===== config.mk =====
export PLATFORM = sky130hd
export DESIGN_NAME = mem_port_arbiter
export DESIGN_NICKNAME = d
export VERILOG_FILES = /design/src/rtl/mem_port_arbiter.sv
export SDC_FILE = /design/constraint.sdc
export NUM_CORES = 1
export LEC_CHECK = 0
export BUFFER_PORTS_ARGS = -buffer_cell sky130_fd_sc_hd__buf_2
export CAP_MARGIN = 20
export CORE_AREA = 4 4 104 106
export CTS_CLUSTER_DIAMETER = 100
export DETAILED_ROUTE_END_ITERATION = 7
export DIE_AREA = 0 0 108 110
export PLACE_DENSITY = 0.55
export SYNTH_ARGS = -nofsm -noshare
export SYNTH_HDL_FRONTEND = slang
export SYNTH_SLANG_ARGS = --single-unit
export TNS_END_PERCENT = 10

===== constraint.sdc =====
create_clock -name clk -period 3.1 [get_ports clk]
set_input_delay 0.62 -clock clk [delete_from_list [all_inputs] [get_ports clk]]
set_output_delay 0.62 -clock clk [all_outputs]
set_load 0.05 [all_outputs]

===== src/rtl/mem_port_arbiter.sv =====
`default_nettype none
// ============================================================================
// Module      : mem_port_arbiter
// Description : Shares one single-port synchronous memory between the
//               instruction-fetch port (i_*) and the load/store port (d_*).
//               Builds byte-lane write enables and lane-replicated write data
//               from the store width and the low address bits. Rejects
//               misaligned data accesses. Tracks one outstanding access
//               against a fixed read latency and routes the response back to
//               the requester that issued it.
// Macro       : XGRISCV_ARB_RR_EN - round-robin tie break between fetch and
//               data. When undefined, data always wins a tie.
// Parameters  : MEM_LAT - memory read latency in cycles (1..7)
// Ports       : clk, reset (async, active-low)
//               i_req/i_addr -> i_gnt, i_rvalid, i_rdata      fetch side
//               d_req/d_we/d_swhb/d_addr/d_wdata
//                 -> d_gnt, d_err, d_rvalid, d_rdata          data side
//               m_en, m_we, m_addr, m_wdata <- m_rdata        memory side
// Revision    : 1.0 - initial release
// ============================================================================
`ifndef XLEN
`define XLEN 32
`endif
`ifndef ADDR_SIZE
`define ADDR_SIZE 32
`endif

module mem_port_arbiter #(
  parameter int MEM_LAT = 1
) (
  input  logic                  clk,
  input  logic                  reset,
  input  logic                  i_req,
  input  logic [`ADDR_SIZE-1:0] i_addr,
  output logic                  i_gnt,
  output logic                  i_rvalid,
  output logic [`XLEN-1:0]      i_rdata,
  input  logic                  d_req,
  input  logic                  d_we,
  input  logic [1:0]            d_swhb,
  input  logic [`ADDR_SIZE-1:0] d_addr,
  input  logic [`XLEN-1:0]      d_wdata,
  output logic                  d_gnt,
  output logic                  d_err,
  output logic                  d_rvalid,
  output logic [`XLEN-1:0]      d_rdata,
  output logic                  m_en,
  output logic [3:0]            m_we,
  output logic [`ADDR_SIZE-1:0] m_addr,
  output logic [`XLEN-1:0]      m_wdata,
  input  logic [`XLEN-1:0]      m_rdata
);

  localparam logic [2:0]            C_LAT        = 3'(MEM_LAT);
  localparam logic [`ADDR_SIZE-1:0] C_ALIGN_MASK = ~(`ADDR_SIZE'(3));

  logic [2:0] cnt_q, cnt_d;
  logic       src_q, src_d;   // 0 = fetch owns the pending response, 1 = data

  logic w_eligible;
  logic w_data_prio;
  logic w_data_win;
  logic w_fetch_win;
  logic w_misaligned;
  logic w_is_half;
  logic w_is_byte;

`ifdef XGRISCV_ARB_RR_EN
  logic last_q, last_d;       // 0 = fetch was granted last, 1 = data
  // On a tie the side that was not served last goes first.
  assign w_data_prio = ~last_q;
`else
  assign w_data_prio = 1'b1;
`endif

  // A new access may issue while the previous one is delivering (cnt==1),
  // which is what lets MEM_LAT=1 sustain one access per cycle.
  assign w_eligible   = (cnt_q <= 3'd1);
  assign w_is_half    = (d_swhb == 2'b10);
  assign w_is_byte    = (d_swhb == 2'b11);
  // 00 and 01 are both word accesses.
  assign w_misaligned = w_is_half ? d_addr[0] :
                        w_is_byte ? 1'b0 : (d_addr[1:0] != 2'b00);

  assign w_data_win  = w_eligible & d_req & (~i_req | w_data_prio);
  assign w_fetch_win = w_eligible & i_req & ~w_data_win;

  assign i_gnt = w_fetch_win;
  assign d_gnt = w_data_win;
  assign d_err = w_data_win & w_misaligned;

  // A rejected data access still consumes the grant slot, so fetch waits.
  assign m_en   = w_fetch_win | (w_data_win & ~w_misaligned);
  assign m_addr = (w_data_win ? d_addr : i_addr) & C_ALIGN_MASK;

  always_comb begin
    m_we    = 4'b0000;
    m_wdata = d_wdata;
    if (w_is_half) begin
      m_wdata = {2{d_wdata[15:0]}};
    end else if (w_is_byte) begin
      m_wdata = {4{d_wdata[7:0]}};
    end
    if (w_data_win && !w_misaligned && d_we) begin
      if (w_is_half) begin
        m_we = d_addr[1] ? 4'b1100 : 4'b0011;
      end else if (w_is_byte) begin
        m_we = 4'b0001 << d_addr[1:0];
      end else begin
        m_we = 4'b1111;
      end
    end
  end

  // Response is decoded purely from registered state.
  assign i_rvalid = (cnt_q == 3'd1) & ~src_q;
  assign d_rvalid = (cnt_q == 3'd1) &  src_q;
  assign i_rdata  = m_rdata;
  assign d_rdata  = m_rdata;

  always_comb begin
    cnt_d = cnt_q;
    src_d = src_q;
    if (m_en) begin
      cnt_d = C_LAT;
      src_d = w_data_win;
    end else if (cnt_q != 3'd0) begin
      cnt_d = cnt_q - 3'd1;
    end
  end

  always_ff @(posedge clk or negedge reset) begin
    if (!reset) begin
      cnt_q <= 3'd0;
      src_q <= 1'b0;
    end else begin
      cnt_q <= cnt_d;
      src_q <= src_d;
    end
  end

`ifdef XGRISCV_ARB_RR_EN
  always_comb begin
    last_d = last_q;
    if (w_data_win) begin
      last_d = 1'b1;
    end else if (w_fetch_win) begin
      last_d = 1'b0;
    end
  end

  always_ff @(posedge clk or negedge reset) begin
    if (!reset) begin
      last_q <= 1'b0;
    end else begin
      last_q <= last_d;
    end
  end
`endif

endmodule

`default_nettype wire


Word level (Yosys, flattened, before mapping)
Index checks and enable logic that the tools add are counted.
{"block": "word_totals", "word_cells": 36, "inputBits": 135, "out_inout_bits": 138, "regBits": 4}
{"block": "classes", "bitwise_logic": 11, "order_cmp": 1, "shifts": 1, "mux": 11, "reduce_logical": 6, "eq_ne": 3, "add_sub_neg": 1}
{"cell": "two-way mux 32 bit", "count": 3}
{"cell": "two-way mux 4 bit", "count": 4}
{"cell": "AND 1 bit", "count": 7}
{"cell": "two-way mux 3 bit", "count": 2}
{"cell": "equality test 2 bit (second input constant)", "count": 2}
{"cell": "nonzero test 2 bit", "count": 2}
{"cell": "left shift 1 x 2 -> 4 bit (first input constant)", "count": 1}
{"cell": "equality test 3 x 1 -> 1 bit (second input constant)", "count": 1}
{"cell": "<= comparator 3 x 1 -> 1 bit (second input constant)", "count": 1}
{"cell": "NOT 1 bit", "count": 3}
{"cell": "nonzero test 3 bit", "count": 1}
{"cell": "subtractor 3 x 1 -> 3 bit (second input constant)", "count": 1}
{"cell": "logical AND 1 bit", "count": 2}
{"cell": "two-way mux 1 bit", "count": 2}
{"cell": "zero test 1 bit", "count": 1}
{"cell": "bitwise OR 1 bit", "count": 1}

Logic depth before layout (Yosys ltp)
Gate-level depths: netlist (run 1).
{"block": "logic_depth", "depth_word": 7, "ltp_mapped": 8, "ltp_nobuf": 6}

Least setup slack after synthesis (run 1)
No wires, ideal clock.
{"block": "synth_path", "path_type": "flip-flop to output port", "start": "register cnt_q[1]", "end": "output port m_we[3]", "arrival_time_ps": 2253, "slack_ps": 227, "stages_incl_launch_ff": 8, "path_buffers": 2, "path_cell_list": "dfrtp_1 -> inv_1 -> ha_1 -> o21bai_2 -> nand2_1 -> buf_6 -> buf_6 -> nor3b_1"}
{"block": "synth_between", "elab_chain_cells": 5}
{"element": "start, declared", "line_no": "57", "source": "logic [2:0] cnt_q, cnt_d;"}
{"element": "start signal, assigned", "line_no": "137", "source": "cnt_q <= cnt_d;"}
{"element": "<= comparator 3 x 1 -> 1 bit", "line_no": "78", "source": "assign w_eligible = (cnt_q <= 3'd1);"}
{"element": "AND 1 bit", "line_no": "85", "source": "assign w_data_win = w_eligible & d_req & (~i_req | w_data_prio);"}
{"element": "logical AND 1 bit (2 in a row)", "line_no": "104", "source": "if (w_data_win && !w_misaligned && d_we) begin"}
{"element": "two-way mux 4 bit", "line_no": "104"}
{"element": "end, declared", "line_no": "48", "source": "output logic [3:0] m_we,"}
Every way passes these cells.

Worst setup path after layout (run 1)
{"block": "layout_path", "start": "register cnt_q[0]", "end": "output port m_addr[16]"}
{"block": "layout_between", "elab_chain_cells": 3}
{"element": "<= comparator 3 x 1 -> 1 bit", "line_no": "78"}
{"element": "AND 1 bit", "line_no": "85"}
{"element": "two-way mux 32 bit", "line_no": "94", "source": "assign m_addr = (w_data_win ? d_addr : i_addr) & C_ALIGN_MASK;"}
{"element": "end, declared", "line_no": "49", "source": "output logic [`ADDR_SIZE-1:0] m_addr,"}
Every way passes these cells.

==> flow_metrics.env, run 1 <==
export IMPL_status="finished, final reports clean"
export IMPL_max_cap_violations=0
export IMPL_n_antenna_cell=0
export IMPL_p_sw_uw=954
export IMPL_ctsLongestPathBuffers=2
export IMPL_tns_ps=0
export IMPL_startpoint_type="flip-flop"
export IMPL_holdWs_ps=203
export IMPL_hold_violations=0
export IMPL_place_ws_ps=541
export IMPL_grtUsageTotal_pct=7.77
export IMPL_cts_sinks=4
export IMPL_grt_pass1_vias=1669
export IMPL_hp_class="in -> async"
export IMPL_drt_wl_total_um=5390
export IMPL_place_gp_congestion=0.780
export IMPL_boundaryPins=273
export IMPL_core_sq_um=9770
export IMPL_die_area_sq_um=11900
export IMPL_arrival_ps=2130
export IMPL_cp_top_family="buffers and inverters"
export IMPL_area_growth_pct=28.1
export IMPL_seq_power_share_pct=7.0
export IMPL_cts_tree="done"
export IMPL_crit_buf_inv=2
export IMPL_multi_input_area_sq_um=1000
export IMPL_path_max_fanout=30
export IMPL_syn_cell_area_sq_um=1730
export IMPL_ys_flop_type="dfrtp_1"
export IMPL_synth_edff_count=0
export IMPL_clk_pin_slew_ps=30
export IMPL_cts_made_buffers=3
export IMPL_max_stage_delay_ps=420
export IMPL_power_frac_comb_pct=86.1
export IMPL_drtIter0Drc=30
export IMPL_drv_slew=0
export IMPL_p_leak_nw=1.24
export IMPL_utilization_pct=22.7
export IMPL_hold_buffers=0
export IMPL_antenna_found_initial=0
export IMPL_grt_overflow=0
export IMPL_synth_avg_cell_area_sq_um=8.82
export IMPL_wl_per_cell_um=12.7
export IMPL_worstReg2RegEnd="src_q"
export IMPL_synth_seq_area_share_pct=5.79
export IMPL_final_cells=425
export IMPL_clockRootBuffer="clkbuf_8"
export IMPL_grt_max_degree=31
export IMPL_postLayoutCellArea_sq_um=2210
export IMPL_initial_core_util_pct=17.7
export IMPL_cp_startpoint="cnt_q[0]"
export IMPL_dp_cells=422
export IMPL_fin_total_pwr_mw=1.56
export IMPL_numPortBuffers=172
export IMPL_yosysWarnings=0
export IMPL_cp_cell_sequence="ha_1 -> o21bai_2 -> nand2_2 -> buf_12 -> mux2_2 -> buf_2"
export IMPL_yosysTopAreaCell="buf_4"
export IMPL_end_kind="output port"
export IMPL_num_rows=36
export IMPL_chipHeight_um=110
export IMPL_timing_fmax_ghz=0.364
export IMPL_critical_path_class="reg -> out"
export IMPL_synth_top_area_share_pct=32.6
export IMPL_intPower_uw=604
export IMPL_timing_final_crit_share_pct=88.6
export IMPL_die_w_um=108
export IMPL_clock_skew_ps=2.79
export IMPL_fin_nets=432
export IMPL_synthCells=196
export IMPL_synth_cell_types=33
export IMPL_via_count=1683
export IMPL_synthTopCellsByArea="buf_4, mux2_2, mux2_4, dfrtp_1, mux2i_1"
export IMPL_cts_max_level=1
export IMPL_ir_drop_uv=291
export IMPL_cellPowerDensity_nw_per_um2=704
export IMPL_dr_pass1_iters=4
export IMPL_reg2reg_setup_slack_ps=1640
export IMPL_period_needed_ps=2750
export IMPL_ant_nets=0
export IMPL_postCtsSetupBuffers=0
export IMPL_setup_viol=0
export IMPL_finalWorstSetupSlack_ps=354
export IMPL_endpoint="m_addr[16]"
export IMPL_ff2ff_path_depth=5
export IMPL_netSwitchingFraction_pct=61.2
export IMPL_synthArstFlopShare_pct=100
export IMPL_grt_first_pass_wirelength_um=7470
export IMPL_ctsResizeCount=0
export IMPL_drcViolationCount=0
export IMPL_drive_above_1_share_pct=78.8
export IMPL_timing_rr_start="cnt_q[0]"
export IMPL_layout_area_seq_sq_um=100
export IMPL_vias_per_cell=3.96
export IMPL_slowest_stage="dfrtp_1"
export IMPL_clockPowerShare_pct=6.9
export IMPL_ys_seq_elements=4
export IMPL_critPathRequiredTime_ps=2480
export IMPL_insertion_delay_ps=210
export IMPL_crit_cells=6
export IMPL_dpl_cell_area_sq_um=2170
export IMPL_hpwl_um=4950
export IMPL_fill_cells=1098
export IMPL_rsz0062_at_grt="no"
## power groups by stage
| stage | Clock, mW | Combinational (mW) | Sequential (mW) |
|---|---|---|---|
| finish | 0.107 | 1.34 | 0.109 |
| global route | 0.113 | 1.42 | 0.114 |
| CTS | 0.111 | 1.36 | 0.109 |
| detailed placement | 0 | 1.35 | 0.109 |
| global placement | 0 | 1.34 | 0.108 |
| floorplan | 0 | 1.32 | 0.102 |
## routing by layer
layer / global-route usage [%] / share of wire [%] / vias to the layer above
met4: 3.79 / 3.1 / 0
met3: 1.22 / 14 / 17
met2: 16.1 / 50 / 141
met1: 7.27 / 33 / 740
met5: 0 / 0 / -
li1: - / - / 785
## cell usage in the layout, fill, tap and decap left out, types with 3 or more instances in the layout
| cell | n |
|---|---|
| mux2i_1 | 10 |
| mux2_2 | 34 |
| a21oi_1 | 8 |
| nor2_1 | 12 |
| ha_1 | 3 |
| dfrtp_1 | 4 |
| xnor2_1 | 3 |
| inv_1 | 3 |
| mux2_4 | 12 |
| clkbuf_8 | 3 |
| buf_2 | 172 |
## state kept, by name, summed over array words and instances, names as in the netlist
name and flops:
src_q 1, cnt_q 3
## worst min-delay path by stage
| stage | from | endpoint | slack (ps) | cells past startpoint |
|---|---|---|---|---|
| 2_1_floorplan | reset | cnt_q[0] | 320 | 0 |
| 3_3_place_gp | reset | cnt_q[2] | 430 | 1 |
| 3_5_place_dp | reset | cnt_q[2] | 430 | 1 |
| 4_1_cts | reset | cnt_q[2] | 200 | 1 |
| 5_1_grt | reset | src_q | 210 | 1 |
| 6_report | reset | cnt_q[2] | 200 | 1 |
## synthesized netlist by cell type (all sizes together), types with 2 or more instances
library cell and number:
a21oi 8, buf 82, dfrtp 4, ha 3
inv 4, mux2 46, mux2i 10, nand2 2
nand2b 2, nor2 12, nor3b 2, nor4b 2
o21ai 2, xnor2 3
## cell families (layout without fill, tap and decap cells)
logic type               after synthesis  after routing  synth area share (%)
AO/OA/AOI/OAI                         17             17                  6.59
XOR/XNOR                               4              4                  2.03
buffers and inverters                 86            181                  36.5
adder cells (fa/ha/maj)                3              3                  2.17
other                                  1              2                 0.217
flip-flops                             4              4                  5.79
multiplexers                          56             56                  38.4
AND/OR/NAND/NOR                       25             25                  8.32
## worst reg2reg max path: cells and delay by family, from the launching register on
| kind | cells | cell delay, ps |
|---|---|---|
| fa+ha+maj | 1 | 230 |
| compound gates | 2 | 400 |
| flops | 1 | 420 |
| simple gates | 1 | 210 |
| buf+inv | 1 | 90 |
## final cells by class
| type | instances | share of cell area, % |
|---|---|---|
| well taps | 133 | 7.51 |
| repair buffers | 174 | 40.1 |
| flip-flops and latches | 4 | 4.52 |
| multi-input cells | 107 | 45.3 |
| inverters | 4 | 0.678 |
| clock buffers | 3 | 1.86 |
No activity file was read; power rests on OpenSTA's default activity.
==> run 2: changes to the inputs <==
--- a/config.mk
+++ b/config.mk
@@ -12,6 +12,8 @@
 export DETAILED_ROUTE_END_ITERATION = 7
 export DIE_AREA = 0 0 108 110
 export PLACE_DENSITY = 0.55
+export RECOVER_POWER = 100
+export REMOVE_ABC_BUFFERS = 1
 export SYNTH_ARGS = -nofsm -noshare
 export SYNTH_HDL_FRONTEND = slang
 export SYNTH_SLANG_ARGS = --single-unit
==> run 2 against run 1 <==
Effect of this change:
- routed wire length rose by 51%
- sequential share of layout area rose by 0.17 points
- final area fell by 3.7%
- hold slack improved by 36 ps
- non-clock buffer count rose by 1
- clock power rose by 4%
- critical endpoint is now m_addr[4]
- core utilization fell by 0.83 points
- maximum frequency fell by 0.60%
- register-to-register slack got worse by 210 ps
- critical path depth did not move
- clock skew rose by 3.3 ps
==> flow_metrics.env, run 2 (synthesis results as in run 1) <==
export IMPL_seq_power_share_pct=7.1
export IMPL_dr_pass1_iters=4
export IMPL_grt_first_pass_wirelength_um=10800
export IMPL_critPathRequiredTime_ps=2480
export IMPL_dpl_cell_area_sq_um=2180
export IMPL_crit_buf_inv=2
export IMPL_insertion_delay_ps=220
export IMPL_largest_reg_flops=3
export IMPL_ir_drop_uv=375
export IMPL_num_rows=36
export IMPL_chipHeight_um=110
export IMPL_largest_register="cnt_q"
export IMPL_tightest_slew_ps=635
export IMPL_ctsResizeCount=0
export IMPL_end_kind="output port"
export IMPL_tns_ps=0
export IMPL_drtIter0Drc=47
export IMPL_clk_pin_slew_ps=30
export IMPL_grt_overflow=0
export IMPL_n_antenna_cell=0
export IMPL_period_needed_ps=2760
export IMPL_initial_core_util_pct=17.7
export IMPL_maxSlewHeadroom_pct=57.8
export IMPL_ant_nets=0
export IMPL_clockPowerShare_pct=7.2
export IMPL_boundaryPins=273
export IMPL_timing_final_crit_share_pct=89.1
export IMPL_dp_cells=423
export IMPL_max_cap_violations=0
export IMPL_clock_skew_ps=6.12
export IMPL_cts_sinks=4
export IMPL_drive_above_1_share_pct=55.6
export IMPL_drv_slew=0
export IMPL_mostFrequentLayoutCells="buf_2, clkbuf_1, mux2_2, nor2_1, mux2_4"
export IMPL_critical_path_class="reg -> out"
export IMPL_path_max_fanout=38
export IMPL_fin_nets=433
export IMPL_hold_violations=0
export IMPL_holdWs_ps=238
export IMPL_final_cells=426
export IMPL_cts_max_level=1
export IMPL_core_sq_um=9770
export IMPL_grt_pass1_vias=1800
export IMPL_hp_class="in -> async"
export IMPL_intPower_uw=561
export IMPL_antenna_found_initial=0
export IMPL_clockRootBuffer="clkbuf_8"
export IMPL_grtUsageTotal_pct=12.3
export IMPL_drcViolationCount=0
export IMPL_ctsLongestPathBuffers=2
export IMPL_place_gp_congestion=0.723
export IMPL_rsz0062_at_grt="no"
export IMPL_fin_total_pwr_mw=1.53
export IMPL_hpwl_um=7160
export IMPL_die_w_um=108
export IMPL_die_area_sq_um=11900
export IMPL_place_ws_ps=554
export IMPL_status="finished, final reports clean"
export IMPL_startpoint_type="flip-flop"
export IMPL_cts_tree="done"
export IMPL_drt_wl_total_um=8120
export IMPL_p_sw_uw=971
export IMPL_netSwitchingFraction_pct=63.4
export IMPL_cp_cell_sequence="ha_1 -> o21bai_2 -> nand2_1 -> buf_12 -> mux2_2 -> clkbuf_1"
export IMPL_reg_top3="cnt_q (3), src_q (1)"
export IMPL_vias_per_cell=4.17
export IMPL_max_stage_delay_ps=480
export IMPL_power_frac_comb_pct=85.6
export IMPL_timing_fmax_ghz=0.362
export IMPL_via_count=1777
export IMPL_hold_buffers=0
export IMPL_arrival_ps=2140
export IMPL_area_growth_pct=23.4
export IMPL_utilization_pct=21.8
export IMPL_finalWorstSetupSlack_ps=338
export IMPL_cp_top_family="buffers and inverters"
export IMPL_postLayoutCellArea_sq_um=2130
export IMPL_slowest_stage="clkbuf_1"
export IMPL_setup_viol=0
export IMPL_cts_made_buffers=3
export IMPL_grt_max_degree=39
export IMPL_numPortBuffers=172
export IMPL_postCtsSetupBuffers=0
export IMPL_p_leak_nw=1.06
export IMPL_cellPowerDensity_nw_per_um2=718
export IMPL_layout_cells_most_common="buf_2"
export IMPL_wl_per_cell_um=19.1
==> run 2: cell types whose count changed in the layout (fill, tap and decap cells not counted) <==
cell      before  now
buf_2        172  104
clkbuf_1       0   65
clkbuf_2       0    4
nand2_1        0    2
nand2_2        2    0
inv_1          3    4
inv_2          1    0
==> run 2: power groups by stage <==
| stage | logic [mW] | registers (mW) | clock network [mW] |
|---|---|---|---|
| after floorplan | 1.03 | 0.102 | 0 |
| after global placement | 1.35 | 0.109 | 0 |
| after detailed placement | 1.37 | 0.109 | 0 |
| after CTS | 1.37 | 0.109 | 0.115 |
| after global routing | 1.40 | 0.114 | 0.118 |
| final | 1.31 | 0.109 | 0.111 |
==> run 2: worst paths after layout <==
check / cells past startpoint / slack (ps) / endpoint / from
worst max-delay path: 6 / 340 / m_addr[4] / cnt_q[0]
worst min-delay path: 1 / 240 / cnt_q[0] / reset
worst max register to register: 6 / 1430 / src_q / cnt_q[0]
worst min register to register: 1 / 550 / src_q / src_q
max in group asynchronous: 1 / 2650 / src_q / reset
min in group clk: 1 / 550 / src_q / src_q
==> run 2: layout make-up <==
type | instances | area, sq um
inverters | 4 | 15.0
multi-input cells | 107 | 998
fillers | 1166 | 7640
flip-flops and latches | 4 | 100
clock buffers | 3 | 41.3
well taps | 133 | 166
repair buffers | 175 | 812
==> run 2: layer usage <==
| layer | wire (um) | GRT usage (%) |
|---|---|---|
| met1 | 3200 | 15.0 |
| met5 | 96 | 9.38 |
| met2 | 3190 | 15.2 |
| met3 | 1570 | 10.9 |
| met4 | 62 | 2.34 |
==> run 3: changes to the inputs <==
--- a/config.mk
+++ b/config.mk
@@ -11,7 +11,6 @@
 export CTS_CLUSTER_DIAMETER = 100
 export DETAILED_ROUTE_END_ITERATION = 7
 export DIE_AREA = 0 0 108 110
-export PLACE_DENSITY = 0.55
 export RECOVER_POWER = 100
 export REMOVE_ABC_BUFFERS = 1
 export SYNTH_ARGS = -nofsm -noshare
==> run 3 against run 2 <==
Effect of this change:
- clock-buffer cell count unchanged
- power shrank 0.79%
- final area up 0.29%
- die area did not move
- routed wire length is 0.58% higher
- core utilization rose by 0.064 points
- worst setup slack lost 40 ps
- critical path depth shrank 2
- via count shrank 0.34%
- clock power about the same
- register-to-register slack better by 20 ps
- clock skew fell by 0.74 ps
- highest routed layer unchanged
==> flow_metrics.env, run 3 (synthesis results as in run 1) <==
export IMPL_wl_per_cell_um=19.2
export IMPL_via_count=1771
export IMPL_largest_reg_flops=3
export IMPL_hp_class="in -> async"
export IMPL_layout_cells_most_common="buf_2"
export IMPL_finalWorstSetupSlack_ps=298
export IMPL_postCtsSetupBuffers=0
export IMPL_chipHeight_um=110
export IMPL_area_growth_pct=23.7
export IMPL_initial_core_util_pct=17.7
export IMPL_cp_cell_sequence="buf_2 -> clkbuf_1 -> mux2_2 -> clkbuf_2"
export IMPL_dpl_cell_area_sq_um=2170
export IMPL_arrival_ps=2180
export IMPL_max_cap_violations=0
export IMPL_die_area_sq_um=11900
export IMPL_die_w_um=108
export IMPL_grt_first_pass_wirelength_um=10700
export IMPL_cts_tree="done"
export IMPL_cts_made_buffers=3
export IMPL_path_max_fanout=24
export IMPL_utilization_pct=21.9
export IMPL_cts_sinks=4
export IMPL_drcViolationCount=0
export IMPL_timing_final_crit_share_pct=90.4
export IMPL_hold_buffers=0
export IMPL_antenna_found_initial=1
export IMPL_holdWs_ps=240
export IMPL_critical_path_class="in -> out"
export IMPL_dp_cells=422
export IMPL_critPathRequiredTime_ps=2480
export IMPL_grt_max_degree=39
export IMPL_grt_overflow=0
export IMPL_timing_fmax_ghz=0.357
export IMPL_largest_register="cnt_q"
export IMPL_cts_max_level=1
export IMPL_fin_nets=432
export IMPL_hpwl_um=7160
export IMPL_hold_violations=0
export IMPL_postLayoutCellArea_sq_um=2140
export IMPL_slowest_stage="clkbuf_1"
export IMPL_rsz0062_at_grt="no"
export IMPL_final_cells=425
export IMPL_max_stage_delay_ps=750
export IMPL_end_kind="output port"
export IMPL_reg_top3="cnt_q (3), src_q (1)"
export IMPL_n_antenna_cell=0
export IMPL_grtUsageTotal_pct=12.3
export IMPL_vias_per_cell=4.17
export IMPL_tns_ps=0
export IMPL_ctsResizeCount=0
export IMPL_period_needed_ps=2800
export IMPL_boundaryPins=273
export IMPL_drtIter0Drc=43
export IMPL_p_leak_nw=1.09
export IMPL_dr_pass1_iters=4
export IMPL_clk_pin_slew_ps=30
export IMPL_fin_total_pwr_mw=1.52
export IMPL_setup_viol=0
export IMPL_maxSlewHeadroom_pct=35.1
export IMPL_insertion_delay_ps=220
export IMPL_ctsLongestPathBuffers=2
export IMPL_drt_wl_total_um=8170
export IMPL_grt_pass1_vias=1690
export IMPL_place_gp_congestion=0.723
export IMPL_clock_skew_ps=5.38
export IMPL_tightest_slew_ps=973
export IMPL_num_rows=36
export IMPL_ant_nets=0
export IMPL_ir_drop_uv=375
export IMPL_cellPowerDensity_nw_per_um2=711
export IMPL_startpoint_type="input pin"
export IMPL_place_ws_ps=585
export IMPL_mostFrequentLayoutCells="buf_2, clkbuf_1, mux2_2, clkbuf_2"
export IMPL_clockRootBuffer="clkbuf_8"
export IMPL_numPortBuffers=172
export IMPL_drive_above_1_share_pct=59.9
export IMPL_core_sq_um=9770
export IMPL_drv_slew=0
export IMPL_status="finished, final reports clean"
[run 3: routing by layer]
| layer | vias to the layer above | wire, um | track usage (%) |
|---|---|---|---|
| met3 | 9 | 1480 | 11.2 |
| met4 | 4 | 44 | 2.43 |
| li1 | 783 | - | - |
| met2 | 180 | 3230 | 14.6 |
| met5 | - | 65 | 6.25 |
| met1 | 795 | 3340 | 15.4 |
[run 3: power breakdown]
part | total (mW) | internal (mW) | leakage (nW) | switching (mW)
Clock | 0.110 | 0.0828 | 0.0216 | 0.0272
Sequential | 0.108 | 0.0801 | 0.0481 | 0.0278
Combinational | 1.30 | 0.396 | 1.02 | 0.907
[run 3: final cells by class]
| class | count | area [sq um] |
|---|---|---|
| flip-flops and latches | 4 | 100 |
| multi-input cells | 107 | 995 |
| inverters | 4 | 15.0 |
| clock buffers | 3 | 41.3 |
| fillers | 1139 | 7630 |
| repair buffers | 174 | 822 |
| well taps | 133 | 166 |
[run 3: critical path, delay by kind of cell]
family,cells,cell delay [ps]
multiplexers,1,410
buffers and inverters,3,1140
[run 3: worst paths after layout]
path	startpoint	slack [ps]	endpoint	cells after the start
worst max register to register	cnt_q[0]	1450	src_q	6
max in group asynchronous	reset	2650	src_q	1
worst max-delay path	d_swhb[1]	300	m_wdata[19]	4
worst min-delay path	reset	240	cnt_q[1]	1
worst min register to register	src_q	550	src_q	1
min in group clk	src_q	550	src_q	1
